## src/rtl/uart_tx_fifo.sv

```systemverilog
// rtl/uart_tx_fifo.sv - FIFO-fed UART transmitter; optional CTS flow control when UART_TX_CTS_EN is defined
module uart_tx_fifo #(
  parameter int UART_BAUD  = 921600,
  parameter int CLK_RATE   = 12500000,
  parameter int DATA_BITS  = 8,
  parameter int PARITY     = 0,
  parameter int STOP_BITS  = 1,
  parameter int FIFO_DEPTH = 4
) (
  input  logic                            clk,
  input  logic                            rst,
`ifdef UART_TX_CTS_EN
  input  logic                            uart_cts_n,
`endif
  output logic                            uart_tx,
  input  logic [DATA_BITS-1:0]            uart_tx_data,
  input  logic                            uart_tx_valid,
  output logic                            uart_tx_ready,
  output logic                            uart_tx_busy,
  output logic                            uart_tx_done,
  output logic [$clog2(FIFO_DEPTH+1)-1:0] uart_tx_count
);
  localparam int CLKS_PER_BIT = CLK_RATE / UART_BAUD;
  localparam int AW = $clog2(FIFO_DEPTH);
  localparam int CW = $clog2(FIFO_DEPTH + 1);
  localparam int BW = $clog2(CLKS_PER_BIT);

  generate
    if (CLKS_PER_BIT < 2) begin : g_bad_baud
      $error("uart_tx_fifo: CLK_RATE / UART_BAUD must be at least 2");
    end
    if (DATA_BITS < 5 || DATA_BITS > 9 || STOP_BITS < 1 || STOP_BITS > 2) begin : g_bad_frame
      $error("uart_tx_fifo: unsupported frame format");
    end
  endgenerate

  typedef enum logic [2:0] {S_IDLE, S_START, S_DATA, S_PARITY, S_STOP} state_t;

  state_t               state, state_next;
  logic [DATA_BITS-1:0] mem [FIFO_DEPTH];
  logic [AW-1:0]        wr_ptr, rd_ptr;
  logic                 full, push, pop, send_ok, can_start;
  logic [BW-1:0]        baud_cnt;
  logic [3:0]           bit_cnt;
  logic [DATA_BITS-1:0] shift;
  logic                 par_bit, tx_next;
  logic                 bit_end, last_data, last_stop, frame_end;

  assign full          = (uart_tx_count == CW'(FIFO_DEPTH));
  assign push          = uart_tx_valid && !full;
  assign uart_tx_ready = !full;

  always_ff @(posedge clk or negedge rst) begin
    if (!rst) begin
      wr_ptr        <= '0;
      rd_ptr        <= '0;
      uart_tx_count <= '0;
    end else begin
      if (push) wr_ptr <= wr_ptr + 1'b1;
      if (pop)  rd_ptr <= rd_ptr + 1'b1;
      case ({push, pop})
        2'b10:   uart_tx_count <= uart_tx_count + 1'b1;
        2'b01:   uart_tx_count <= uart_tx_count - 1'b1;
        default: ;
      endcase
    end
  end

  always_ff @(posedge clk) begin
    if (push) mem[wr_ptr] <= uart_tx_data;
  end

`ifdef UART_TX_CTS_EN
  logic [1:0] cts_sync;

  // Comes out of reset as "not clear" so nothing is sent before the pin is seen
  always_ff @(posedge clk or negedge rst) begin
    if (!rst) cts_sync <= 2'b11;
    else      cts_sync <= {cts_sync[0], uart_cts_n};
  end
  assign send_ok = !cts_sync[1];
`else
  assign send_ok = 1'b1;
`endif

  assign can_start = (uart_tx_count != '0) && send_ok;
  assign bit_end   = (baud_cnt == BW'(CLKS_PER_BIT - 1));
  assign last_data = (bit_cnt == 4'(DATA_BITS - 1));
  assign last_stop = (bit_cnt == 4'(STOP_BITS - 1));
  assign frame_end = (state == S_STOP) && bit_end && last_stop;

  always_ff @(posedge clk or negedge rst) begin
    if (!rst) state <= S_IDLE;
    else      state <= state_next;
  end

  always_comb begin
    state_next = state;
    pop        = 1'b0;
    case (state)
      S_IDLE: begin
        if (can_start) begin
          state_next = S_START;
          pop        = 1'b1;
        end
      end
      S_START:  if (bit_end) state_next = S_DATA;
      S_DATA:   if (bit_end && last_data) state_next = (PARITY != 0) ? S_PARITY : S_STOP;
      S_PARITY: if (bit_end) state_next = S_STOP;
      S_STOP: begin
        if (frame_end) begin
          if (can_start) begin
            state_next = S_START;
            pop        = 1'b1;
          end else begin
            state_next = S_IDLE;
          end
        end
      end
      default: state_next = S_IDLE;
    endcase
  end

  always_ff @(posedge clk or negedge rst) begin
    if (!rst) begin
      baud_cnt <= '0;
      bit_cnt  <= '0;
      shift    <= '0;
      par_bit  <= 1'b0;
    end else begin
      if (state == S_IDLE || bit_end) baud_cnt <= '0;
      else                            baud_cnt <= baud_cnt + 1'b1;
      if (bit_end && (state == S_DATA || state == S_STOP)) begin
        if ((state == S_DATA && last_data) || (state == S_STOP && last_stop)) bit_cnt <= '0;
        else                                                                  bit_cnt <= bit_cnt + 1'b1;
      end
      if (pop) begin
        shift   <= mem[rd_ptr];
        par_bit <= (^mem[rd_ptr]) ^ (PARITY == 1);
      end else if (state == S_DATA && bit_end) begin
        shift <= shift >> 1;
      end
    end
  end

  // Line value is chosen from the state being entered so the pin flop lines up with it
  always_comb begin
    tx_next = 1'b1;
    case (state_next)
      S_START:  tx_next = 1'b0;
      S_DATA:   tx_next = (state == S_DATA && bit_end) ? shift[1] : shift[0];
      S_PARITY: tx_next = par_bit;
      default:  tx_next = 1'b1;
    endcase
  end

  always_ff @(posedge clk or negedge rst) begin
    if (!rst) begin
      uart_tx      <= 1'b1;
      uart_tx_done <= 1'b0;
    end else begin
      uart_tx      <= tx_next;
      uart_tx_done <= frame_end;
    end
  end

  assign uart_tx_busy = (state != S_IDLE);
endmodule

```

## config.mk

```make
export PLATFORM = sky130hd
export DESIGN_NAME = uart_tx_fifo
export DESIGN_NICKNAME = d
export VERILOG_FILES = /design/src/rtl/uart_tx_fifo.sv
export SDC_FILE = /design/constraint.sdc
export NUM_CORES = 1
export LEC_CHECK = 0
export ABC_CLOCK_PERIOD_IN_PS = 2500
export CORE_ASPECT_RATIO = 1.2
export CORE_MARGIN = 2
export CORE_UTILIZATION = 35
export DETAILED_ROUTE_END_ITERATION = 10
export HOLD_SLACK_MARGIN = 0.12
export PLACE_DENSITY = 0.63
export SYNTH_ARGS = -nofsm -noshare
export SYNTH_HDL_FRONTEND = slang
export SYNTH_SLANG_ARGS = --single-unit
```

## constraint.sdc

```tcl
create_clock -name clk -period 2.5 [get_ports clk]
set_clock_uncertainty 0.1 [all_clocks]
set_input_delay 0.5 -clock clk [delete_from_list [all_inputs] [get_ports clk]]
set_output_delay 0.5 -clock clk [all_outputs]
set_load 0.02 [all_outputs]
```

==> results.json <==
{
  "cp.arrival_ns": 2.55,
  "outcome": "finished, final reports clean",
  "end_kind": "flip-flop",
  "clock.fmax_mhz": 420,
  "synth_top_area_cell": "edfxtp_1",
  "die_x_um": 84.6,
  "post-route-min-period_ns": 2.38,
  "synth_commonest_cells": "edfxtp_1, dfrtp_1, nand2_1",
  "gr-total-overflow": 0,
  "grt_pass1_vias": 1729,
  "maxSlewViolCount": 0,
  "cp_slowest_stage_delay_ns": 0.40,
  "die_h_um": 101,
  "worst_pin_slew_ns": 0.485,
  "grt_util_met2": 0.213,
  "diodes": 0,
  "netlist_instances": 203,
  "h-tree-depth": 3,
  "synth.most_common_cell": "edfxtp_1",
  "track_usage": 0.127,
  "start_util": 0.358,
  "critPathSlowestCell": "dfrtp_1",
  "vias": 1618,
  "ys_warn_count": 0,
  "hold_depth": 2,
  "grt_busiest_layer": "met2",
  "async_flop_share": 0.475,
  "ys_seq_elements": 61,
  "clock_path_buffers": 2,
  "core_area_sq_um": 7620,
  "power_uw": 3810,
  "cp_common_cell": "xor2_1",
  "synth.avg_cell_area_sq_um": 13.5,
  "synth_top_area_frac": 0.352,
  "post-route-period-util": 0.953,
  "syn_to_final_growth_pct": 20.1,
  "ys.flop_type": "edfxtp_1",
  "synth_nets": 224,
  "crit_fanout": 3,
  "fin_util": 0.430,
  "drive_gt1_frac": 0.183,
  "timing.critical_path.buf_inv": 3,
  "r2r-start": "bit_cnt[0]$_DFFE_PN0P_",
  "dieArea_sq_um": 8530,
  "crit_family": "simple AND/OR/NAND/NOR gates",
  "drt-initial-drc-count": 82,
  "maxSlewHeadroom": 0.675,
  "rsz0062_at_grt": "yes",
  "drv_cap": 0,
  "synth-edff-count": 32,
  "ant_nets": 0,
  "pin_count": 18,
  "critPathRequiredTime_ns": 2.67,
  "reg2reg_slack_ns": 0.12,
  "critical_path_class": "flip-flop to flip-flop",
  "grtUsageMet3": 0.0352,
  "hpwl_mm": 3.25,
  "row_count": 35,
  "clock-sinks": 61,
  "clkTransAtPathRegs_ns": 0.07,
  "rr_worst_depth": 12,
  "r2r-end": "uart_tx_count[2]$_DFFE_PN0P_",
  "nNetsFinal": 257,
  "portBuffers": 17,
  "grt_max_degree": 30,
  "ys_top_cells_by_area": "edfxtp_1, dfrtp_1, mux4_2",
  "dp.cells": 313,
  "antenna_found_initial": 0,
  "setup_viol": 0,
  "finalNonFillerCells": 333,
  "p_leak_uw": 0.00133,
  "wl_mm": 4.71,
  "hold_class": "flip-flop to flip-flop",
  "insertion_delay_ns": 0.34,
  "gp_congestion": 0.822,
  "viasPerCell": 4.86,
  "worstHoldEndpoint": "par_bit$_DFFE_PN0N_",
  "max-vdd-ir-drop_mv": 0.572,
  "path_cells": "inv_2 > ha_1 > nor3b_4 > a31oi_2 > or2_4 > inv_4 > ha_4 > inv_1 > fa_2 > xor2_1 > nor2_1 > xor2_1",
  "ys_seq_area_frac": 0.618,
  "min_from": "par_bit$_DFFE_PN0N_",
  "cts_root_buffer": "clkbuf_8",
  "cp-start-kind": "flip-flop",
  "synthesis.area_sq_um": 2730,
  "synth_cell_types": 37,
  "hold_viol_final": 0,
  "drcViolationCount": 0,
  "grt_pass1_wl_mm": 8.24,
  "cts_hold_buf": 0,
  "numCtsBuffers": 9,
  "wire_per_inst_um": 14.1,
  "p_per_area_nw_per_um2": 1160,
  "met1_usage": 0.149,
  "first_pass_iters": 4,
  "cts_tree": "built"
}
-- registers in the layout, summed over array words and instances, names as in the netlist --
signal and flops:
uart_tx_done 1, mem 32, bit_cnt 4, baud_cnt 4
wr_ptr 2, shift 8, rd_ptr 2, par_bit 1
uart_tx 1, state 3, uart_tx_count 3
-- how the worst max path moves through the flow --
| stage | startpoint | cells past startpoint | slack (ns) | end |
|---|---|---|---|---|
| 3_3_place_gp | bit_cnt[0]$_DFFE_PN0P_ | 12 | 0.13 | uart_tx_count[2]$_DFFE_PN0P_ |
| 3_5_place_dp | bit_cnt[0]$_DFFE_PN0P_ | 12 | 0.1 | uart_tx_count[2]$_DFFE_PN0P_ |
| 6_report | bit_cnt[0]$_DFFE_PN0P_ | 12 | 0.12 | uart_tx_count[2]$_DFFE_PN0P_ |
| 4_1_cts | state[1]$_DFF_PN0_ | 3 | 0.05 | uart_tx_busy |
| 5_1_grt | bit_cnt[0]$_DFFE_PN0P_ | 12 | -0.09 | uart_tx_count[2]$_DFFE_PN0P_ |
| 2_1_floorplan | baud_cnt[0]$_DFF_PN0_ | 15 | -0.02 | uart_tx_count[2]$_DFFE_PN0P_ |
-- report_power, final --
part           internal, uW  switching (uW)  total (uW)  leakage (uW)
Sequential             1370             200        1570      0.000654
Combinational           742             725        1470      0.000592
Clock                   360             410         770     0.0000791
-- tightest hold or removal path: stages (launching register included) --
cell and delay [ns]:
dfrtp_1 0.34, nand2_1 0.05, o21ai_1 0.06
-- cell type report --
| cell class | instances | area [sq um] |
|---|---|---|
| clock inverter | 7 | 52.6 |
| multi-input combinational | 123 | 1000 |
| timing repair buffer | 27 | 245 |
| sequential | 61 | 1690 |
| fill | 729 | 4340 |
| clock buffer | 9 | 124 |
| tap | 92 | 115 |
| inverter | 14 | 55.1 |
-- logic make-up after synthesis --
group / count (synthesis) / synth area share
flops: 61 / 0.618
simple gates: 55 / 0.0990
compound gates: 26 / 0.0559
buf+inv: 19 / 0.0316
xor+xnor: 16 / 0.0513
mux: 16 / 0.0957
fa+ha+maj: 10 / 0.0486
-- layer usage --
metal  vias to the layer above  part of all wire
li1                        788                 -
met1                       789              0.43
met2                        31              0.52
met3                        10             0.033
met4                         0             0.021
met5                         -                 0
-- metrics by stage --
stage	hold slack [ns]	setup WS (ns)	setup TNS (ns)	area (sq um)
3_5_place_dp	0.377	0.0964	0	3050
2_1_floorplan	0.104	-0.0188	-0.0188	2770
6_report	0.390	0.118	0	3280
3_3_place_gp	0.363	0.133	0	3050
4_1_cts	0.395	0.0457	0	3230
5_1_grt	0.420	-0.0900	-0.0900	3280
-- what timing repair did --
action,CTS,global route
endpoints found under the setup margin,0,3
setup buffers,0,4
resized for setup,0,7
-- layout by cell type (no fill, tap or decap), types with 2 or more instances in the layout --
cell,count
and3_1,7
o22ai_1,2
inv_2,2
nor2_1,9
clkinv_4,3
a21o_1,2
dfrtp_1,28
ha_1,8
a21oi_1,2
o21ai_0,13
buf_4,10
inv_1,11
mux4_2,8
clkinvlp_4,3
clkdlybuf4s50_1,17
xor2_1,3
nand3_1,7
nor3b_1,4
nand2_1,19
clkbuf_8,9
nand2b_1,3
xnor2_1,13
mux2i_1,7
edfxtp_1,32
Power figures use the tool's default switching activity.
